**src/rtl/lane_reorder_ctrl.sv**
```systemverilog
// Receive lane-reorder sequencer: walks physical lanes after deskew lock, builds the
// logical-to-physical map from detected lane IDs, and publishes it atomically on success.
module lane_reorder_ctrl #(
    parameter int N_LANES   = 20,
    parameter int NB_ID     = $clog2(N_LANES),
    parameter int NB_BUS_ID = N_LANES*NB_ID
) (
    input  logic                 i_clock,
    input  logic                 i_reset_n,
    input  logic                 i_enable,
    input  logic                 i_valid,
    input  logic                 i_lanes_deskewed,
    input  logic                 i_restart,
    input  logic [NB_BUS_ID-1:0] i_lane_id,
    output logic [NB_BUS_ID-1:0] o_lane_select,
    output logic                 o_reorder_done,
    output logic                 o_reorder_error,
    output logic [2:0]           o_state
);

    typedef enum logic [2:0] {
        ST_IDLE   = 3'd0,
        ST_WAIT   = 3'd1,
        ST_BUILD  = 3'd2,
        ST_LOCKED = 3'd3,
        ST_ERROR  = 3'd4
    } state_t;

    localparam logic [NB_ID-1:0] LAST_LANE  = NB_ID'(N_LANES-1);
    localparam logic [NB_ID:0]   LANE_LIMIT = (NB_ID+1)'(N_LANES);

    state_t               state;
    state_t               next_state;
    logic [NB_ID-1:0]     cnt;
    logic [N_LANES-1:0]   seen;
    logic [NB_BUS_ID-1:0] shadow;
    logic [NB_BUS_ID-1:0] shadow_next;
    logic [NB_ID-1:0]     cur_id;
    logic                 id_bad;
    logic                 build_qual;
    logic                 step_ok;
    logic                 last_step;

    // ID reported by the physical lane currently being walked
    always_comb begin
        cur_id = '0;
        for (int unsigned p = 0; p < N_LANES; p++) begin
            if (cnt == NB_ID'(p)) begin
                cur_id = i_lane_id[p*NB_ID +: NB_ID];
            end
        end
    end

    always_comb begin
        id_bad = ({1'b0, cur_id} >= LANE_LIMIT);
        for (int unsigned k = 0; k < N_LANES; k++) begin
            if ((cur_id == NB_ID'(k)) && seen[k]) begin
                id_bad = 1'b1;
            end
        end
    end

    // A BUILD step only counts when no higher-priority exit is taken in the same cycle
    assign build_qual = (state == ST_BUILD) && i_enable && !i_restart &&
                        i_lanes_deskewed && i_valid;
    assign step_ok    = build_qual && !id_bad;
    assign last_step  = step_ok && (cnt == LAST_LANE);

    always_comb begin
        shadow_next = shadow;
        for (int unsigned k = 0; k < N_LANES; k++) begin
            if (cur_id == NB_ID'(k)) begin
                shadow_next[k*NB_ID +: NB_ID] = cnt;
            end
        end
    end

    always_comb begin
        next_state = state;
        if (!i_enable) begin
            next_state = ST_IDLE;
        end else if (i_restart) begin
            next_state = ST_WAIT;
        end else begin
            case (state)
                ST_IDLE: next_state = ST_WAIT;
                ST_WAIT: begin
                    if (i_lanes_deskewed) next_state = ST_BUILD;
                end
                ST_BUILD: begin
                    if (!i_lanes_deskewed) begin
                        next_state = ST_WAIT;
                    end else if (i_valid) begin
                        if (id_bad) begin
                            next_state = ST_ERROR;
                        end else if (cnt == LAST_LANE) begin
                            next_state = ST_LOCKED;
                        end
                    end
                end
                ST_LOCKED: begin
                    if (!i_lanes_deskewed) next_state = ST_WAIT;
                end
                ST_ERROR: begin
                    if (!i_lanes_deskewed) next_state = ST_WAIT;
                end
                default: next_state = ST_IDLE;
            endcase
        end
    end

    always_ff @(posedge i_clock or negedge i_reset_n) begin
        if (!i_reset_n) begin
            state <= ST_IDLE;
        end else begin
            state <= next_state;
        end
    end

    always_ff @(posedge i_clock or negedge i_reset_n) begin
        if (!i_reset_n) begin
            cnt    <= '0;
            seen   <= '0;
            shadow <= '0;
        end else if (state == ST_WAIT) begin
            cnt  <= '0;
            seen <= '0;
        end else if (step_ok) begin
            shadow <= shadow_next;
            cnt    <= cnt + NB_ID'(1);
            for (int unsigned k = 0; k < N_LANES; k++) begin
                if (cur_id == NB_ID'(k)) begin
                    seen[k] <= 1'b1;
                end
            end
        end else if (build_qual) begin
            shadow <= '0;
        end
    end

    always_ff @(posedge i_clock or negedge i_reset_n) begin
        if (!i_reset_n) begin
            for (int unsigned k = 0; k < N_LANES; k++) begin
                o_lane_select[k*NB_ID +: NB_ID] <= NB_ID'(k);
            end
        end else if (last_step) begin
            o_lane_select <= shadow_next;
        end
    end

    assign o_state         = state;
    assign o_reorder_done  = (state == ST_LOCKED);
    assign o_reorder_error = (state == ST_ERROR);

endmodule

```
**config.mk**
```make
export PLATFORM = sky130hd
export DESIGN_NAME = lane_reorder_ctrl
export DESIGN_NICKNAME = d
export VERILOG_FILES = /design/src/rtl/lane_reorder_ctrl.sv
export SDC_FILE = /design/constraint.sdc
export NUM_CORES = 1
export LEC_CHECK = 0
export CORE_UTILIZATION = 52
export DETAILED_ROUTE_END_ITERATION = 8
export DONT_BUFFER_PORTS = 1
export PLACE_DENSITY = 0.67
export REMOVE_ABC_BUFFERS = 1
export SYNTH_ARGS = -nofsm -noshare
export SYNTH_HDL_FRONTEND = slang
export SYNTH_SLANG_ARGS = --single-unit
```
**constraint.sdc**
```tcl
create_clock -name i_clock -period 4.85 [get_ports i_clock]
set_clock_uncertainty 0.2 [all_clocks]
set_input_delay 0.97 -clock i_clock [delete_from_list [all_inputs] [get_ports i_clock]]
set_output_delay 0.97 -clock i_clock [all_outputs]
set_load 0.01 [all_outputs]
```
==> qor.txt, run 1 <==
Max_slew headroom: 35.0%
ANT cells: 0
Tcrit/Tclk final: 95.8%
Die area: 22,900 µm²
Slew Viols, Final: 0
Kind of critical path: flip-flop to flip-flop
Cells after synthesis: 1,220
Vias per cell: 6.14
Ranking of synthesized cells by area: dfrtp_1 (40%), dfstp_2 (9.0%), mux2i_1 (8.1%)
Tmin final: 4.65 ns
Area of the multi-input gates: 5000 µm²
Die width: 151 µm
CTS Buf Count: 22
Final antenna-violating net count: 0
DRT iter0 DRCs: 788
Final setup fails: 0
Setup WS pre-CTS: 0.189 ns
Largest net degree at the start of global routing: 229
Synth Register Bits: 228
Yosys cell types: 83
Setup crit end kind: flip-flop
Maximum VDD drop: 0.238 mV
Number of synthesized flops with an enable pin: 0
Area share of the largest cell type after synthesis: 40.5%
Initial antenna violation count: 0
Post-layout util: 58.2%
Warnings, synthesis: 0
Clk buf depth: 3
DRT Pass-1 Iters: 5
Routed vias: 9,298
Fin nets: 1,329
Outcome: finished with violations
Final GP Congestion: 1.00
Core ar.: 21,900 µm²
Max cap viols: 0
Drt wl/cell: 22.1 µm
P&R area growth vs syn: 9.72%
Power per cell area: 303 nW/µm²
Min setup slack post-route: 0.203 ns
GR Overflow Total: 0
Arr. time, crit path: 4.86 ns
Failing checks: negative hold slack
HP Class: input port to asynchronous set/reset pin
Clock root buffer master: clkbuf_16
CTS H-tree lvls: 1
DRC Markers: 0
Max Clk Rate: 215 MHz
Rows: 54
Number of global-route vias before repair: 9,092
Overall Global Routing Usage: 29.3%
Die Y: 151 µm
Final wirelength: 33.5 mm
Startpoint types: flip-flop
Port buffer count: 0
Clock sink count: 228
Synthesized area: 11,600 µm²
Yosys top cell by area: dfrtp_1
CP Max Fanout: 23
FILL cells: 1,928
Sum Neg Setup Slack: 0 ns
WP data required: 5.07 ns
Final Hold Vio Count: 14
Fin Hold WS: -0.0336 ns
First-pass GRT wire length: 51.3 mm
Final Power: 3.87 mW
Post-synth top flop: dfrtp_1
Initial Utilization: 53.1%
Seq/Total Area, Yosys: 49.5%
Share of cells above drive strength 1: 13.5%
Leakage: 5.78 nW
Post-synth ARST share: 100%
Worst-margin pin slew: 0.972 ns
CTS tree: done
Syn_area_per_cell: 9.52 µm²
Clk Latency, worst-skew pair: 0.50 ns
DP HPWL: 22.5 mm
Sequential standard cell area: 5760 µm²
Clk slew on worst S/H paths: 0.06 ns
Top Ports: 211
RSZ-0062 raised after global routing: no
[placed cells by master (no fill, tap or decap), drive strengths merged, types with 4 or more instances in the layout]
master and n:
a211o 4, a211oi 6, a21o 4, a21oi 41, a221oi 5, a31oi 6
a32oi 4, and2 4, buf 57, clkbuf 32, clkinv 7, dfrtp 188
dfstp 40, ha 5, inv 114, mux2i 94, nand2 173, nand2b 8
nand3 15, nand3b 5, nand4 5, nor2 43, nor2b 11, nor3 8
nor3b 8, nor4 5, o211ai 6, o21a 23, o21ai 143, o22ai 99
o2bb2ai 6, o311ai 7, or3 4
[per-stage QoR]
stage          area (µm²)  std cells
2_1_floorplan       11200       1137
3_3_place_gp        12000       1472
3_5_place_dp        12000       1472
4_1_cts             12700       1512
5_1_grt             12700       1514
6_report            12700       1514
[power by group]
group | switching [mW] | internal [mW]
Sequential | 0.0263 | 1.95
Combinational | 0.112 | 0.0772
Clock | 0.718 | 0.984
[what timing repair did]
action,4_1_cts,5_1_grt
setup endpoints to repair,0,120
hold endpoints to repair,188,188
gates resized for setup,0,6
buffers inserted,0,2
[registers in the layout, indices dropped and copies added, names as in the netlist]
name and count:
o_state 3, seen 20, shadow 100, o_lane_select 100, cnt 5
[cell usage after synthesis, types with 7 or more instances]
library cell,number
o21ai_0,41
o22ai_1,99
nor2_1,43
nor3b_1,7
o21ai_1,102
nor3_1,8
buf_6,7
mux2i_1,94
clkbuf_1,35
nor2b_1,11
inv_1,113
buf_2,28
nand3_1,14
dfrtp_1,188
dfstp_2,40
buf_4,11
nand2_1,168
o21a_1,23
nand2b_1,8
a21oi_1,36
[area by class of cell]
cell class	count	area share [%]
Clock buffer	32	5.09
Clock inverter	8	0.530
Inverter	115	3.39
Multi-Input combinational cell	794	39.2
Sequential cell	228	45.2
Tap cell	280	2.75
Timing Repair Buffer	57	3.85
[metal layers]
layer	track usage, %	part of all wire (%)	routed length [µm]
met3	6.26	8.7	2920
met4	10.6	2.6	887
met1	37.8	41	13600
met5	0	0	0
met2	48.4	48	16100
[final timing paths]
path / from / endpoint / slack [ns] / cells after the start
worst max register to register: cnt[0] / shadow[56] / 0.20 / 16
worst max-delay path: cnt[0] / shadow[56] / 0.20 / 16
worst min register to register: seen[12] / seen[12] / 0.29 / 2
worst min-delay path: i_reset_n / shadow[38] / -0.03 / 0
max in group asynchronous: i_reset_n / o_lane_select[85] / 4.06 / 0
min in group i_clock: seen[12] / seen[12] / 0.29 / 2
[worst max-delay path, cell delays in order (launching register included)]
cell	delay, ns
dfrtp_1	0.37
buf_4	0.34
ha_1	0.25
buf_4	0.20
nand4bb_1	0.34
and4_1	0.33
a221o_1	0.25
a31o_1	0.19
a21oi_1	0.20
buf_4	0.23
nor2b_1	0.29
o21a_1	0.18
o21a_1	0.18
and3_1	0.22
buf_12	0.18
nand2_2	0.32
o22ai_1	0.29
[cells by family (layout without fill, tap and decap cells)]
family | count (synthesis) | in the layout | synth area share [%]
compound gates | 385 | 385 | 20.9
simple gates | 306 | 306 | 12.7
flops | 228 | 228 | 49.5
buf+inv | 198 | 212 | 7.65
mux | 98 | 98 | 8.68
fa+ha+maj | 5 | 5 | 0.538
Power figures use the tool's default switching activity.
==> inputs of run 2 (changes only) <==
--- a/config.mk
+++ b/config.mk
@@ -5,10 +5,11 @@
 export SDC_FILE = /design/constraint.sdc
 export NUM_CORES = 1
 export LEC_CHECK = 0
+export CAP_MARGIN = 30
+export CORE_MARGIN = 2
 export CORE_UTILIZATION = 52
 export DETAILED_ROUTE_END_ITERATION = 8
-export DONT_BUFFER_PORTS = 1
-export PLACE_DENSITY = 0.67
+export PLACE_DENSITY = 0.79
 export REMOVE_ABC_BUFFERS = 1
 export SYNTH_ARGS = -nofsm -noshare
 export SYNTH_HDL_FRONTEND = slang
==> run 2 against run 1 <==
Effect of this change:
- the run now ends clean
- critical path depth decreased by 1
- flip-flop and latch count unchanged
- global-route usage increased by 0.92 points
- non-clock buffer count increased by 229
- total power increased by 4.8%
- wire length increased by 8.6%
- via count increased by 13%
- setup slack got worse by 0.0046 ns
- critical endpoint is now shadow[72]
==> qor.txt, run 2 (synthesis results as in run 1) <==
Outcome: complete, no violations
Max_slew headroom: 33.5% (-1.5 points)
Clock sink count: 228 (unchanged)
Area of the multi-input gates: 4990 µm² (-0.33%)
Kind of critical path: flip-flop to flip-flop
P_sw: 929 µW (+8.4%)
Sequential power share: 48.9% (-2.2 points)
Vias per cell: 6.01 (-2.2%)
Initial antenna violation count: 0 (unchanged)
Clk Latency, worst-skew pair: 0.50 ns (about the same)
First-pass GRT wire length: 57.5 mm (+12%)
Initial Utilization: 53.1% (unchanged)
Final setup fails: 0 (unchanged)
Clock root buffer master: clkbuf_16
Critical path origin: cnt[0]
Tcrit/Tclk final: 95.9% (about the same)
Sequential standard cell area: 5760 µm² (unchanged)
Die area: 23,600 µm² (+2.7%)
Fin nets: 1,558 (+17%)
Tmin final: 4.65 ns (+0.00464 ns)
DRC Markers: 0 (unchanged)
Internal power: 3.12 mW (+3.7%)
Clk buf depth: 3 (unchanged)
Number of global-route vias before repair: 10,492 (+15%)
Worst-margin pin slew: 0.995 ns (+0.0232 ns)
Startpoint types: flip-flop
Final antenna-violating net count: 0 (unchanged)
Max Clk Rate: 215 MHz (about the same)
Max stage delay on crit path: 0.58 ns (+0.21 ns)
DP HPWL: 25.0 mm (+11%)
Overall Global Routing Usage: 30.2% (+0.92 points)
Delay-heaviest family, CP: compound AO/OA/AOI/OAI gates
Setup crit end kind: flip-flop
Final Hold Vio Count: 0 (-14)
CP Max Fanout: 19 (-17%)
DRT iter0 DRCs: 985 (+25%)
Worst-path cell chain: buf_4 > ha_1 > and3_1 > ha_1 > nand2_1 > o21ai_0 > o21ai_0 > a32oi_2 > mux4_2 > nand3b_1 > o21a_1 > and3_1 > buf_12 > nand2_4 > o22ai_1
Largest registers: o_lane_select x100, shadow x100, seen x20
Die width: 153 µm (+1.3%)
GR Overflow Total: 0 (unchanged)
Clock power frac: 43.0% (-1.0 points)
Share of cells above drive strength 1: 12.6% (-0.88 points)
CTS H-tree lvls: 1 (unchanged)
Final GP Congestion: 0.902 (-10%)
Sum Neg Setup Slack: 0 ns (unchanged)
Placed Cells: 1,703 (+16%)
P&R area growth vs syn: 29.5%
Arr. time, crit path: 4.86 ns (about the same)
Most frequent cells in the layout: clkdlybuf4s50_1 (209), dfrtp_1 (187), nand2_1 (168)
Commonest non-fill, non-tap cell in the layout: clkdlybuf4s50_1
Routed vias: 10,469 (+13%)
CTS Hold Buffers Added: 0
ANT cells: 0 (unchanged)
Maximum VDD drop: 0.285 mV (+19%)
RSZ-0062 raised after global routing: no
DRT Pass-1 Iters: 6 (+1)
Worst r2r src: cnt[0]
Rows: 54 (unchanged)
HP Start: o_lane_select[85]
CTS Buf Count: 22 (unchanged)
Max cap viols: 0 (unchanged)
WP data required: 5.06 ns (about the same)
CTS tree: done
CP max stage cell: a32oi_2
Top Ports: 211 (unchanged)
Largest net degree at the start of global routing: 136 (-41%)
R2R setup slack: 0.20 ns (about the same)
Final wirelength: 36.4 mm (+8.6%)
Drt wl/cell: 20.9 µm (-5.7%)
Hold path cells: 2
Power per cell area: 269 nW/µm² (-11%)
Worst R2R End: shadow[72]
Die Y: 153 µm (+1.3%)
FILL cells: 1,693 (-12%)
Fin cells: 1,743 (+15%)
Worst Path Buf+Inv: 2 (-2)
Port buffer count: 210 (+210)
R2R depth: 15 (-1)
Leakage: 6.65 nW (+15%)
HP Class: flip-flop to flip-flop
Clk slew on worst S/H paths: 0.07 ns (about the same)
Core ar.: 21,900 µm² (unchanged)
Sw Ratio: 22.9% (+0.78 points)
Slew Viols, Final: 0 (unchanged)
Comb pwr share: 8.1% (+3.2 points)
Worst Hold End: o_lane_select[85]
[run 2: tightest hold or removal path, delay by kind of cell, from the launching register on]
kind            cells  cell delay [ns]
flops               1             0.37
compound gates      1             0.05
simple gates        1             0.04
[run 2: how the worst max path moves through the flow]
stage,to,cells after the start
global placement,o_lane_select[75],14
global route,shadow[81],18
floorplan,o_lane_select[0],12
finish,shadow[72],15
detailed placement,shadow[63],14
CTS,shadow[72],16
[run 2: repair_timing]
| item | in CTS | in global routing |
|---|---|---|
| setup endpoints to repair | 0 | 85 |
| setup buffers | 0 | 0 |
| gates resized for setup | 0 | 2 |
[run 2: final cells by class]
cell class	instances	area share, %
Timing Repair Buffer	286	18.5
Multi-Input combinational cell	794	33.1
Tap cell	280	2.33
Sequential cell	228	38.3
Clock buffer	33	4.47
Inverter	115	2.87
Clock inverter	7	0.457
[run 2: power groups by stage]
| stage | sequential [mW] | combinational [mW] | clock (mW) |
|---|---|---|---|
| after detailed placement | 2.01 | 0.325 | 0 |
| after CTS | 1.98 | 0.330 | 1.76 |
| after global placement | 2.01 | 0.322 | 0 |
| after global routing | 1.98 | 0.358 | 1.83 |
| final | 1.98 | 0.329 | 1.74 |
| after floorplan | 2.00 | 0.128 | 0 |
[run 2: routing by layer]
metal,track usage [%],wire [µm]
met1,40.8,15200
met2,50.8,17500
met3,3.88,2590
met4,10.1,1070
met5,0,0
[run 2: metrics by stage]
stage	total power [mW]	util (%)	cell area (µm²)	setup WS [ns]	hold WS [ns]
final	4.05	68.7	15000	0.198	0.264
after global routing	4.17	68.7	15000	0.0173	0.282
after CTS	4.06	68.7	15000	0.171	0.267
after detailed placement	2.34	65.3	14300	-0.102	0.257
after global placement	2.33	65.3	14300	-0.0592	0.254
after floorplan	2.13	-	11200	-2.02	0.242
==> inputs of run 3 (changes only) <==
==> constraint.sdc (replaced) <==
create_clock -name i_clock -period 4.85 [get_ports i_clock]
set_clock_uncertainty 0.2 [all_clocks]
set_input_delay 0.485 -clock i_clock [delete_from_list [all_inputs] [get_ports i_clock]]
set_output_delay 0.485 -clock i_clock [all_outputs]
set_load 0.01 [all_outputs]
==> run 3 against run 2 <==
Effect of this change:
- total power fell by 0.69%
- largest cell class unchanged
- utilization fell by 0.44 points
- wire length rose by 1.6%
- worst hold slack got worse by 0.0014 ns
- fmax fell by 0.15%
- final area fell by 0.64%
- clock-buffer cell count fell by 3
- sequential power barely moved
- setup slack got worse by 0.0070 ns
- critical path type unchanged
- non-clock buffer count fell by 6
- cell count fell by 0.34%
- largest power group unchanged
- first-iteration DRC count fell by 9.6%
==> qor.txt, run 3 (synthesis results as in run 1) <==
CP Max Fanout: 19 (unchanged)
Sequential power share: 49.1% (+0.2 points)
Most frequent cells in the layout: clkdlybuf4s50_1 (209), dfrtp_1 (187), nand2_1 (168)
Final Power: 4.02 mW (-0.69%)
Final setup fails: 0 (unchanged)
Share of cells above drive strength 1: 12.8% (+0.19 points)
ANT cells: 0 (unchanged)
Outcome: complete, no violations
Kind of critical path: flip-flop to flip-flop
Initial antenna violation count: 0 (unchanged)
Commonest non-fill, non-tap cell in the layout: clkdlybuf4s50_1
Clock sink count: 228 (unchanged)
Comb pwr share: 8.2% (about the same)
DRC Markers: 0 (unchanged)
CTS Buf Count: 22 (unchanged)
Largest registers: o_lane_select x100, shadow x100, seen x20
P&R area growth vs syn: 28.7%
Slew Viols, Final: 0 (unchanged)
Vias per cell: 6.08 (+1.3%)
Core ar.: 21,900 µm² (unchanged)
RSZ-0062 raised after global routing: yes
Hold path cells: 2 (unchanged)
Final antenna-violating net count: 0 (unchanged)
Initial Utilization: 53.1% (unchanged)
Top Ports: 211 (unchanged)
First-pass GRT wire length: 57.6 mm (about the same)
Tmin final: 4.66 ns (+0.00701 ns)
Largest net degree at the start of global routing: 140 (+2.9%)
Final GP Congestion: 0.945 (+4.8%)
Overall Global Routing Usage: 30.2% (+0.041 points)
Fin Hold WS: 0.262 ns (-0.00145 ns)
Arr. time, crit path: 4.81 ns (-0.05 ns)
Maximum VDD drop: 0.296 mV (+4.1%)
CTS tree: done
Max cap viols: 0 (unchanged)
Final wirelength: 36.9 mm (+1.6%)
Number of global-route vias before repair: 10,579 (+0.83%)
Die Y: 153 µm (unchanged)
R2R depth: 15 (unchanged)
Tcrit/Tclk final: 96.1% (+0.14 points)
Die area: 23,600 µm² (unchanged)
Placed Cells: 1,693 (-0.59%)
Sw Ratio: 23.2% (+0.28 points)
Worst-margin pin slew: 1.04 ns (+0.0421 ns)
Placed cell area: 14,200 µm² (-0.96%)
Max_slew headroom: 30.9% (-2.6 points)
DRT Pass-1 Iters: 5 (-1)
Power per cell area: 269 nW/µm² (about the same)
Routed vias: 10,565 (+0.92%)
Port buffer count: 210 (unchanged)
Fin cells: 1,737 (-0.34%)
Rows: 54 (unchanged)
CTS H-tree lvls: 1 (unchanged)
Internal power: 3.09 mW (-1.0%)
Leakage: 6.60 nW (-0.76%)
Startpoint types: flip-flop
Clock root buffer master: clkbuf_16
HP Class: flip-flop to flip-flop
Clk Latency, worst-skew pair: 0.51 ns (about the same)
Clk buf depth: 3 (unchanged)
Fin nets: 1,552 (-0.39%)
Die width: 153 µm (unchanged)
DP HPWL: 25.4 mm (+1.5%)
Drt wl/cell: 21.3 µm (+1.9%)
Clock power frac: 42.6% (-0.4 points)
WP data required: 5.00 ns (-0.06 ns)
Clk slew on worst S/H paths: 0.06 ns (about the same)
GR Overflow Total: 0 (unchanged)
Setup crit end kind: flip-flop
Max Clk Rate: 215 MHz (-0.15%)
Final Hold Vio Count: 0 (unchanged)
Finished Cell Area: 14,900 µm² (-0.64%)
P_sw: 934 µW (+0.53%)
DRT iter0 DRCs: 890 (-9.6%)
-- run 3: cell types whose count changed in the layout (fill, tap and decap cells not counted), sizes merged --
cell,before,now
dlygate4sd3,0,1
clkinv,4,9
buf,77,70
clkinvlp,2,0
clkbuf,33,30
-- run 3: path summary, 6_finish.rpt --
check                                        from           endpoint  slack (ns)
worst max-delay path                       cnt[4]         shadow[85]        0.19
worst min-delay path            o_lane_select[36]  o_lane_select[36]        0.26
worst max register to register             cnt[4]         shadow[85]        0.19
worst min register to register  o_lane_select[36]  o_lane_select[36]        0.26
max in group asynchronous               i_reset_n  o_lane_select[11]        2.87
min in group asynchronous               i_reset_n  o_lane_select[66]        0.48
-- run 3: layer usage --
metal / wire [µm] / global-route usage (%) / share of wire (%)
met1: 15300 / 40.9 / 41
met2: 17500 / 49.3 / 47
met3: 2880 / 4.88 / 7.8
met4: 1350 / 11.6 / 3.6
met5: 0 / 0 / 0
-- run 3: area by class of cell --
cell class	instances	area (µm²)
sequential	228	5760
multi-input combinational	794	5010
clock buffer	30	642
tap	280	350
timing repair buffer	280	2670
inverter	115	432
clock inverter	10	81.3
fill	1740	6940
-- run 3: metrics by stage --
step,utilization [%],TNS [ns],setup slack (ns)
floorplan,-,-253.58,-2.02
global placement,64.7,0,0.175
detailed placement,64.7,-0.00577,-0.00577
CTS,68.1,0,0.0196
global route,68.3,-0.0234,-0.00979
finish,68.3,0,0.191
-- run 3: power by group through the flow --
stage          sequential [mW]  combinational, mW  clock [mW]
3_5_place_dp              2.01              0.323           0
6_report                  1.98              0.332        1.71
2_1_floorplan             2.00              0.128           0
4_1_cts                   1.98              0.329        1.73
5_1_grt                   1.98              0.360        1.79
3_3_place_gp              2.01              0.320           0
-- run 3: timing repair --
action	in CTS	in global routing
hold buffers	1	0
hold endpoints to repair	116	0
setup endpoints to repair	10	206
pin swaps	1	1
setup buffers	1	2
gates resized for setup	1	10
-- run 3: worst max-delay path, cell delays in order, from the launching register on --
cell and delay (ns):
dfrtp_1 0.83, inv_2 0.21, ha_2 0.33, buf_4 0.18
nand2_1 0.05, o21ai_0 0.17, nor4bb_1 0.39, a32oi_2 0.28
buf_4 0.22, buf_4 0.14, or3_1 0.30, o22a_1 0.24
and3_1 0.21, buf_4 0.20, nand2_2 0.36, o22ai_1 0.17
